`config.mk`:
```
export PLATFORM = sky130hd
export DESIGN_NAME = cond_evaluator
export DESIGN_NICKNAME = d
export VERILOG_FILES = /design/src/rtl/cond_pkg.sv /design/src/rtl/cond_decode.sv /design/src/rtl/cond_evaluator.sv
export SDC_FILE = /design/constraint.sdc
export NUM_CORES = 1
export LEC_CHECK = 0
export ABC_AREA = 1
export CORE_UTILIZATION = 40
export CTS_CLUSTER_SIZE = 30
export DETAILED_ROUTE_END_ITERATION = 8
export PLACE_DENSITY = 0.78
export SETUP_SLACK_MARGIN = 0.3
export SLEW_MARGIN = 20
export SYNTH_ARGS = -nofsm -noshare
export SYNTH_HDL_FRONTEND = slang
export SYNTH_SLANG_ARGS = --single-unit
```
`constraint.sdc`:
```
create_clock -name clk -period 1.8 [get_ports clk]
set_input_delay 0.45 -clock clk [delete_from_list [all_inputs] [get_ports clk]]
set_output_delay 0.45 -clock clk [all_outputs]
set_load 0.02 [all_outputs]
```
`src/rtl/cond_pkg.sv`:
```
// Shared definitions for condition-code evaluation: flag bit positions,
// ARM-style condition codes and the output-stage state type.
package cond_pkg;

    // Bit positions inside the 4-bit status word {C,Z,N,V}
    localparam int FLAG_V = 0;
    localparam int FLAG_N = 1;
    localparam int FLAG_Z = 2;
    localparam int FLAG_C = 3;

    // Condition codes
    localparam logic [3:0] COND_EQ = 4'h0;
    localparam logic [3:0] COND_NE = 4'h1;
    localparam logic [3:0] COND_CS = 4'h2;
    localparam logic [3:0] COND_CC = 4'h3;
    localparam logic [3:0] COND_MI = 4'h4;
    localparam logic [3:0] COND_PL = 4'h5;
    localparam logic [3:0] COND_VS = 4'h6;
    localparam logic [3:0] COND_VC = 4'h7;
    localparam logic [3:0] COND_HI = 4'h8;
    localparam logic [3:0] COND_LS = 4'h9;
    localparam logic [3:0] COND_GE = 4'hA;
    localparam logic [3:0] COND_LT = 4'hB;
    localparam logic [3:0] COND_GT = 4'hC;
    localparam logic [3:0] COND_LE = 4'hD;
    localparam logic [3:0] COND_AL = 4'hE;
    localparam logic [3:0] COND_NV = 4'hF;

    // Output stage occupancy
    typedef enum logic {
        ST_EMPTY = 1'b0,
        ST_FULL  = 1'b1
    } out_state_e;

endpackage

```
`src/rtl/cond_decode.sv`:
```
// Purely combinational condition evaluator: (flags, code) -> pass.
// Shared with the branch unit, so it carries no state.
module cond_decode
    import cond_pkg::*;
(
    input  logic [3:0] flags,
    input  logic [3:0] code,
    output logic       pass
);

    logic flag_v;
    logic flag_n;
    logic flag_z;
    logic flag_c;

    assign flag_v = flags[FLAG_V];
    assign flag_n = flags[FLAG_N];
    assign flag_z = flags[FLAG_Z];
    assign flag_c = flags[FLAG_C];

    // Evaluate the selected condition against the supplied flags
    always_comb begin
        // NOTE: default assignment first so no path leaves pass unassigned (no latch).
        pass = 1'b0;
        case (code)
            COND_EQ: pass = flag_z;
            COND_NE: pass = !flag_z;
            COND_CS: pass = flag_c;
            COND_CC: pass = !flag_c;
            COND_MI: pass = flag_n;
            COND_PL: pass = !flag_n;
            COND_VS: pass = flag_v;
            COND_VC: pass = !flag_v;
            COND_HI: pass = flag_c && !flag_z;
            COND_LS: pass = !flag_c || flag_z;
            COND_GE: pass = (flag_n == flag_v);
            COND_LT: pass = (flag_n != flag_v);
            COND_GT: pass = !flag_z && (flag_n == flag_v);
            COND_LE: pass = flag_z || (flag_n != flag_v);
            COND_AL: pass = 1'b1;
            COND_NV: pass = 1'b0;
            default: pass = 1'b0;
        endcase
    end

endmodule

```
`src/rtl/cond_evaluator.sv`:
```
// Status register plus a one-deep valid/ready result stage answering
// condition-code queries. A query accepted together with a flag write sees
// the new flags; a stalled query is evaluated only when it is accepted.
module cond_evaluator
    import cond_pkg::*;
#(
    parameter int         TAG_W       = 4,
    parameter logic [3:0] RESET_FLAGS = 4'b0000
) (
    input  logic             clk,
    input  logic             reset_n,
    input  logic             flag_wr,
    input  logic [3:0]       flags_in,
    input  logic             cond_valid,
    output logic             cond_ready,
    input  logic [3:0]       cond_code,
    input  logic [TAG_W-1:0] cond_tag,
    output logic             res_valid,
    input  logic             res_ready,
    output logic             res_pass,
    output logic [TAG_W-1:0] res_tag,
    output logic [3:0]       flags_q
);

    out_state_e state_q;
    out_state_e state_d;
    logic [3:0] eval_flags;
    logic       eval_pass;
    logic       accept;

    // Forward a same-cycle flag write to the query being accepted
    assign eval_flags = flag_wr ? flags_in : flags_q;
    assign accept     = cond_valid && cond_ready;

    cond_decode u_decode (
        .flags (eval_flags),
        .code  (cond_code),
        .pass  (eval_pass)
    );

    // Status register: written only by the adder's flag write
    always_ff @(posedge clk or negedge reset_n) begin
        // NOTE: non-blocking assignments in clocked blocks keep all registers updating from pre-edge values.
        if (!reset_n) begin
            flags_q <= RESET_FLAGS;
        end else if (flag_wr) begin
            flags_q <= flags_in;
        end
    end

    // Output-stage state register
    always_ff @(posedge clk or negedge reset_n) begin
        if (!reset_n) begin
            state_q <= ST_EMPTY;
        end else begin
            state_q <= state_d;
        end
    end

    // Next-state: fill on accept, drain on consume, refill when both happen
    always_comb begin
        state_d = state_q;
        case (state_q)
            ST_EMPTY: if (accept) state_d = ST_FULL;
            ST_FULL:  if (res_ready && !accept) state_d = ST_EMPTY;
            default:  state_d = ST_EMPTY;
        endcase
    end

    // Outputs decoded from state; ready passes straight through from res_ready
    always_comb begin
        res_valid  = (state_q == ST_FULL);
        cond_ready = (state_q == ST_EMPTY) || res_ready;
    end

    // Result payload loads only on accept, so it holds while stalled
    always_ff @(posedge clk or negedge reset_n) begin
        if (!reset_n) begin
            res_pass <= 1'b0;
            res_tag  <= '0;
        end else if (accept) begin
            res_pass <= eval_pass;
            res_tag  <= cond_tag;
        end
    end

endmodule
```
==> impl_metrics.toml, run 1 <==
[routing]
wl_per_cell_um = 10.9
ant_nets = 0
via_count = 677
remaining_drc_errors = 0
viasPerCell = 4.91
totalWireLength_um = 1510
drt-pass1-iter-count = 5
drt_iter0_drc = 19

[sta]
setup_violations = 0
grt_setup_unrepaired = "no"
period_needed_ns = 1.43
post-route-period-util_pct = 79.6
fmax_mhz = 698
worst_slack_ns = 0.367
skew_ns = 0.00208
final_hold_viol_count = 0
finalMaxSlewViolations = 0
hold_ws_ns = 0.477
tightest_slew_ns = 0.438
max_slew_margin_pct = 70.7

[global_route]
grt_usage_pct = 22.0
grt_pass1_wl_um = 2360
grt_max_degree = 11
grt_pass1_vias = 591
antenna_found_initial = 0
grt-ovfl-total = 0

[floorplan]
rows = 13
dieArea_sq_um = 1680
ios = 28
die_h_um = 41.0
start_util_pct = 45.0
die_w_um = 41.0
core_area_sq_um = 1350

[yosys]
synth-seq-cells = 10
syn_area_per_cell_sq_um = 7.07
synth_warnings = 0
netlist_area_sq_um = 608
synth.largest_area_cell = "dfrtp_1"
ys_types = 13
synth_top_area_share_pct = 41.2
synth_nets = 103
syn_inst = 86
synth_area_leaders = "dfrtp_1, nand2_1, inv_1, mux2_2, nand3_1"
ys_seq_area_share_pct = 41.2

[outcome]
outcome = "complete, no violations"

[final_layout]
n_antenna_cell = 0
final_core_util_pct = 74.6
final_cell_mix = "nand2_1, dlygate4sd2_1, inv_1"
layout_commonest_cell = "nand2_1"
syn_to_final_growth_pct = 65.6
nets = 142
drive_gt1_share_pct = 26.8

[critical_path]
r2r_end = "res_pass$_DFFE_PN0P_"
crit_fanout = 3
worstSetupPathType = "reg -> out"
start_kind = "flip-flop"
cp_slowest_cell = "dfrtp_1"
cp.arrival_ns = 0.98
worstSetupEndpointType = "output port"
r2r_cells = 9
crit_required_ns = 1.35
worstPathBufferInverterCount = 1
max_stage_delay_ns = 0.40
r2r_start = "flags_q[0]$_DFF_PN0_"
path_cells = "dlygate4sd2_1"
r2r_slack_ns = 0.52
critPathTopFamily = "flip-flops"

[clock_network]
ctsHoldBuffers = 0
cts_tree = "yes"
cts_sinks = 10
cts_buffers = 3
root_buffer = "clkbuf_4"
cts.htree.levels = 1
cts.clk_slew.worst_paths_ns = 0.06
clk-insertion-delay-late_ns = 0.26
clockBufferDepth = 2

[job]
max_cap_violations = 0

[placed_design]
gp_congestion = 0.842
io_buffer_count = 27
dp_slack_ns = -0.286
dp_hpwl_um = 1210

[worst_hold_path]
hp-class = "reg -> reg"
min_from = "res_pass$_DFFE_PN0P_"
worstHoldPathCells = 2
min_to = "res_pass$_DFFE_PN0P_"

[power_and_ir_drop]
ir_drop_mv = 0.622
power_density_nw_per_um2 = 648
p_leak_uw = 0.000603
==> worst reg2reg max path, cell delays in order (launching register included) <==
cell and delay, ns:
dfrtp_1 0.37, inv_1 0.05, nand2_1 0.07, nand2_2 0.08, o211ai_1 0.22, nand3_1 0.13, nor2_1 0.10, nand2_1 0.06
nand2_1 0.05, nand2_1 0.04
==> cell type report <==
cell class | count | area, sq um
Sequential cell | 10 | 250
Multi-Input combinational cell | 63 | 348
Timing Repair Buffer | 34 | 319
Inverter | 13 | 48.8
Clock buffer | 3 | 22.5
Fill cell | 99 | 343
Tap cell | 15 | 18.8
==> synthesized netlist by cell type, drive strengths merged <==
cell / instances
dfrtp: 10
inv: 13
mux2: 4
nand2: 38
nand3: 8
nor2: 7
o211ai: 2
o21ai: 2
o22ai: 1
or2: 1
==> cells by family (layout without fill, tap and decap cells) <==
logic type      count (synthesis)  in the layout  synth area share, %
compound gates                  5              5                 5.14
buf+inv                        13             50                 8.02
flops                          10             10                 41.2
mux                             4              4                 7.41
simple gates                   54             54                 38.3
==> layer usage <==
layer / GRT usage, % / share of wire (%) / up-vias
li1: - / - / 344
met1: 25.3 / 41 / 307
met2: 37.1 / 52 / 26
met3: 9.78 / 7.2 / 0
met4: 5.00 / 0 / 0
met5: 0 / 0 / -
==> sequential cells by signal, summed over array words and instances (netlist names) <==
| register | flops |
|---|---|
| res_tag | 4 |
| flags_q | 4 |
| res_pass | 1 |
| res_valid | 1 |
==> how the worst max path moves through the flow <==
stage,start,endpoint,slack (ns),depth (start not counted)
final,flags_q[0]$_DFF_PN0_,flags_q[0],0.37,1
after global routing,flags_q[0]$_DFF_PN0_,flags_q[0],0.30,1
after CTS,res_ready,cond_ready,0.16,4
after detailed placement,res_ready,cond_ready,-0.29,4
after global placement,res_ready,cond_ready,-0.25,4
after floorplan,res_valid$_DFF_PN0_,res_tag[0]$_DFFE_PN0P_,0.49,3
==> stage by stage <==
step / power [uW] / cells / setup TNS (ns) / instance area (sq um)
final: 653 / 138 / 0 / 1010
after CTS: 649 / 137 / 0 / 946
after detailed placement: 522 / 134 / -0.452 / 942
after global routing: 696 / 138 / 0 / 1010
after floorplan: 389 / 86 / 0 / 608
after global placement: 518 / 134 / -0.391 / 942
==> power by group <==
part           total [uW]  leakage (uW)  internal (uW)  switching, uW
logic                 244      0.000470            114            130
clock network         143     0.0000138           76.7           66.6
registers             266      0.000119            252           13.5
total                 653      0.000603            443            210
==> timing repair <==
action | in CTS | in global routing
cloned | 0 | 0
endpoints found under the setup margin | 12 | 6
resized for setup | 20 | 20
pin swaps | 1 | 9
buffers inserted | 0 | 1
Note: power is estimated with default switching activity, not from simulation.
==> run 2, diff against run 1 <==
--- a/config.mk
+++ b/config.mk
@@ -6,10 +6,10 @@
 export NUM_CORES = 1
 export LEC_CHECK = 0
 export ABC_AREA = 1
-export CORE_UTILIZATION = 40
+export CORE_UTILIZATION = 35
 export CTS_CLUSTER_SIZE = 30
 export DETAILED_ROUTE_END_ITERATION = 8
-export PLACE_DENSITY = 0.78
+export PLACE_DENSITY = 0.72
 export SETUP_SLACK_MARGIN = 0.3
 export SLEW_MARGIN = 20
 export SYNTH_ARGS = -nofsm -noshare
==> constraint.sdc (replaced) <==
create_clock -name clk -period 1.3 [get_ports clk]
set_input_delay 0.325 -clock clk [delete_from_list [all_inputs] [get_ports clk]]
set_output_delay 0.325 -clock clk [all_outputs]
set_load 0.02 [all_outputs]
==> impl_metrics.toml, run 2 (same netlist as run 1, synthesis figures left out) <==
[clock_network]
ctsHoldBuffers = 0
cts.clk_slew.worst_paths_ns = 0.07
cts_tree = "yes"
clockBufferDepth = 2
cts_buffers = 3
cts_sinks = 10
clk-insertion-delay-late_ns = 0.27
root_buffer = "clkbuf_4"
cts.htree.levels = 1

[critical_path]
worstSetupPathType = "reg -> out"
crit_required_ns = 0.98
worstSetupEndpoint = "flags_q[1]"
r2r_cells = 10
cp.arrival_ns = 0.92
r2r_start = "flags_q[1]$_DFF_PN0_"
start_kind = "flip-flop"
crit_fanout = 3
crit_start = "flags_q[1]$_DFF_PN0_"
r2r_slack_ns = 0.06
worstSetupEndpointType = "output port"
r2r_end = "res_pass$_DFFE_PN0P_"

[placed_design]
dp_slack_ns = -0.512
dp_hpwl_um = 1210
gp_congestion = 1.00
io_buffer_count = 27

[final_layout]
syn_to_final_growth_pct = 80.5
reg_top3 = "flags_q: 4 flops, res_tag: 4 flops"
layout_commonest_cell = "nand2_1"
drive_gt1_share_pct = 45.7
nets = 147
n_antenna_cell = 0
final_cell_mix = "nand2_1, nand2_2, buf_6"

[sta]
final_hold_viol_count = 0
grt_setup_unrepaired = "yes"
finalMaxSlewViolations = 0
period_needed_ns = 1.24
worst_slack_ns = 0.0553
post-route-period-util_pct = 95.7
skew_ns = 0.00950
fmax_mhz = 803
tightest_slew_ns = 0.226
setup_violations = 0
max_slew_margin_pct = 84.9

[floorplan]
dieArea_sq_um = 1910
die_w_um = 43.7
ios = 28
start_util_pct = 39.0
rows = 14
die_h_um = 43.7
core_area_sq_um = 1560

[outcome]
outcome = "finished with violations"
violations = "design-rule violations"

[power_and_ir_drop]
ir_drop_mv = 0.869
power.internal_uw = 690
switchingPower_uw = 337
p_comb_share_pct = 40.7
p_total_uw = 1030
p_sw_share_pct = 32.8
power_density_nw_per_um2 = 936
p_leak_uw = 0.000598
power_frac_clock_pct = 22.2
seqPwrFrac_pct = 37.1

[global_route]
grt-ovfl-total = 0
grt_usage_pct = 19.4
use_met3_pct = 5.00
met1_usage_pct = 25.3
grt_pass1_vias = 660
grt_max_degree = 11
grt_pass1_wl_um = 2760
antenna_found_initial = 0
grt_use_met2_pct = 31.6
grt-busiest-layer = "met2"

[routing]
via_count = 697
drt-pass1-iter-count = 6
viasPerCell = 4.81
totalWireLength_um = 1750
ant_nets = 0
drt_iter0_drc = 13
wl_per_cell_um = 12.1
remaining_drc_errors = 2

[worst_hold_path]
hp-class = "in -> async"

[job]
max_cap_violations = 0
-- run 2: cell types whose count changed in the layout (fill, tap and decap cells not counted), moves of 4 or more --
cell and change:
nand2_1 -4, buf_6 +11, mux2_4 +4, dlymetal6s2s_1 -6
nand2_2 +4, mux2_2 -4
-- run 2: power by group through the flow --
stage | registers [uW] | clock network (uW) | logic (uW)
floorplan | 424 | 0 | 122
global placement | 377 | 0 | 358
detailed placement | 377 | 0 | 360
CTS | 380 | 227 | 378
global route | 386 | 246 | 453
finish | 381 | 228 | 418
-- run 2: metal layers --
| metal | vias to the layer above | wire length, um | part of all wire [%] |
|---|---|---|---|
| met5 | - | 0 | 0 |
| met2 | 18 | 912 | 52 |
| li1 | 354 | - | - |
| met1 | 323 | 747 | 43 |
| met4 | 0 | 14 | 0.80 |
| met3 | 2 | 76 | 4.3 |
-- run 2: worst max-delay path, cell delays in order, from the launching register on --
cell and delay [ns]:
dfrtp_2 0.42, buf_6 0.12, buf_6 0.12
-- run 2: how the worst min path moves through the flow --
stage	start	endpoint	slack [ns]	cells past startpoint
5_1_grt	reset_n	res_tag[2]$_DFFE_PN0P_	0.36	2
3_3_place_gp	res_pass$_DFFE_PN0P_	res_pass$_DFFE_PN0P_	0.47	2
4_1_cts	reset_n	res_tag[2]$_DFFE_PN0P_	0.35	2
3_5_place_dp	res_pass$_DFFE_PN0P_	res_pass$_DFFE_PN0P_	0.47	2
6_report	reset_n	res_tag[2]$_DFFE_PN0P_	0.36	2
2_1_floorplan	reset_n	flags_q[0]$_DFF_PN0_	0.03	0
-- run 2: repair_timing --
action / CTS / global route
pin swaps: 14 / 7
setup endpoints to repair: 20 / 16
resized for setup: 91 / 13
setup buffers: 0 / 3
-- run 2: final cells by class --
cell class	instances	area, sq um
clock buffer	4	26.3
fill	143	462
inverter	13	51.3
multi-input combinational	63	387
sequential	10	254
tap	16	20.0
timing repair buffer	39	359
-- run 2: through the flow --
step	hold WS (ns)	utilization, %	TNS (ns)	std cells	instance area [sq um]
6_report	0.356	70.4	0	145	1100
5_1_grt	0.359	70.4	-0.0538	145	1100
4_1_cts	0.352	67.1	0	142	1050
3_5_place_dp	0.472	63.2	-2.37	138	985
3_3_place_gp	0.472	63.2	-2.20	138	985
2_1_floorplan	0.0294	-	0	86	627
==> run 3, diff against run 2 <==
==> constraint.sdc (replaced) <==
create_clock -name clk -period 1.1 [get_ports clk]
set_input_delay 0.275 -clock clk [delete_from_list [all_inputs] [get_ports clk]]
set_output_delay 0.275 -clock clk [all_outputs]
set_load 0.02 [all_outputs]
==> impl_metrics.toml, run 3 (same netlist as run 1, synthesis figures left out) <==
[critical_path]
worstSetupEndpointType = "flip-flop"
start_kind = "flip-flop"
r2r_start = "flags_q[1]$_DFF_PN0_"
worstSetupPathType = "reg -> reg"
crit_start = "flags_q[1]$_DFF_PN0_"
cp.arrival_ns = 1.38
r2r_cells = 12
r2r_end = "res_pass$_DFFE_PN0P_"
r2r_slack_ns = -0.13
worstSetupEndpoint = "res_pass$_DFFE_PN0P_"
crit_required_ns = 1.25
crit_fanout = 3

[clock_network]
cts_tree = "yes"
cts.htree.levels = 1
clk-insertion-delay-late_ns = 0.26
clockBufferDepth = 2
cts_sinks = 10
cts.clk_slew.worst_paths_ns = 0.07
root_buffer = "clkbuf_4"
cts_buffers = 3
ctsHoldBuffers = 0

[job]
max_cap_violations = 0

[worst_hold_path]
hp-class = "in -> async"

[global_route]
grt-ovfl-total = 0
grt_pass1_wl_um = 2850
grt_usage_pct = 20.3
grt_max_degree = 11
antenna_found_initial = 0
grt_pass1_vias = 650

[sta]
hold_ws_ns = 0.302
tightest_slew_ns = 0.262
grt_setup_unrepaired = "yes"
period_needed_ns = 1.23
setup_violations = 7
fmax_mhz = 811
finalMaxSlewViolations = 0
skew_ns = 0.00979
final_hold_viol_count = 0
max_slew_margin_pct = 82.5
worst_slack_ns = -0.133
post-route-period-util_pct = 112

[final_layout]
final_cell_mix = "nand2_1, buf_6, nand2_2, dlygate4sd2_1"
layout_commonest_cell = "nand2_1"
nets = 145
drive_gt1_share_pct = 40.2
reg_top3 = "flags_q: 4 flops, res_tag: 4 flops"
syn_to_final_growth_pct = 73.3
register_area_sq_um = 254
multi_input_area_sq_um = 357
n_antenna_cell = 0
fillers = 141

[floorplan]
start_util_pct = 39.0
core_area_sq_um = 1560
rows = 14
dieArea_sq_um = 1910
die_h_um = 43.7
die_w_um = 43.7
ios = 28

[routing]
viasPerCell = 4.90
remaining_drc_errors = 2
drt-pass1-iter-count = 6
ant_nets = 0
via_count = 701
wl_per_cell_um = 11.3
drt_iter0_drc = 23
totalWireLength_um = 1620

[placed_design]
gp_congestion = 1.00
io_buffer_count = 27
dp_hpwl_um = 1240
dp_slack_ns = -0.674

[power_and_ir_drop]
p_total_uw = 1160
p_leak_uw = 0.000572
ir_drop_mv = 1.00
power_density_nw_per_um2 = 1100

[outcome]
violations = "design-rule violations, negative setup slack"
outcome = "finished with violations"
==> run 3: cell types whose count changed in the layout (fill, tap and decap cells not counted), moves of 3 or more <==
| cell | previous run | this run |
|---|---|---|
| mux2_4 | 4 | 1 |
| mux2_2 | 0 | 3 |
| nand2_1 | 23 | 26 |
| nand2_2 | 13 | 10 |
==> run 3: layout make-up <==
class	instances	area share, %
repair buffers	37	32.8
clock buffers	4	2.49
flip-flops and latches	10	24.1
multi-input cells	63	33.8
well taps	16	1.90
inverters	13	4.87
==> run 3: worst max-delay path, cell delays in order, from the launching register on <==
cell     delay [ns]
dfrtp_2        0.42
inv_1          0.06
nand2_1        0.06
nand2_2        0.08
nand2_2        0.07
nand2_1        0.07
nand2_1        0.04
nand3_1        0.06
nand3_1        0.07
nand2_1        0.07
nand2_1        0.05
nand2_1        0.05
nand2_1        0.04
==> run 3: how the worst min path moves through the flow <==
stage / cells past startpoint / to / slack [ns]
5_1_grt: 2 / res_tag[2]$_DFFE_PN0P_ / 0.31
3_3_place_gp: 2 / res_pass$_DFFE_PN0P_ / 0.47
6_report: 2 / res_tag[2]$_DFFE_PN0P_ / 0.30
3_5_place_dp: 2 / res_pass$_DFFE_PN0P_ / 0.47
4_1_cts: 2 / res_tag[2]$_DFFE_PN0P_ / 0.30
2_1_floorplan: 0 / flags_q[0]$_DFF_PN0_ / -0.02
==> run 3: report_power, final <==
part / switching [uW] / internal, uW
sequential: 33.4 / 414
combinational: 219 / 232
clock: 122 / 140
total: 374 / 786
==> run 3: through the flow <==
stage	utilization, %	setup TNS [ns]	std cells	instance area, sq um
6_report	67.6	-0.238	143	1050
5_1_grt	67.6	-0.596	143	1050
4_1_cts	66.5	-0.260	143	1040
3_5_place_dp	63.2	-4.99	138	985
3_3_place_gp	63.2	-4.77	138	985
2_1_floorplan	-	-0.0884	86	627
==> run 3: layer usage <==
metal / global-route usage [%] / wire length [um]
met4: 5.63 / 13
met2: 34.3 / 839
met1: 25.5 / 666
met3: 5.42 / 101
met5: 0 / 0
==> run 3: repair_timing <==
| item | in CTS | in global routing |
|---|---|---|
| endpoints found under the setup margin | 21 | 21 |
| pin swaps | 13 | 1 |
| gates resized for setup | 87 | 6 |
| buffers inserted | 1 | 0 |
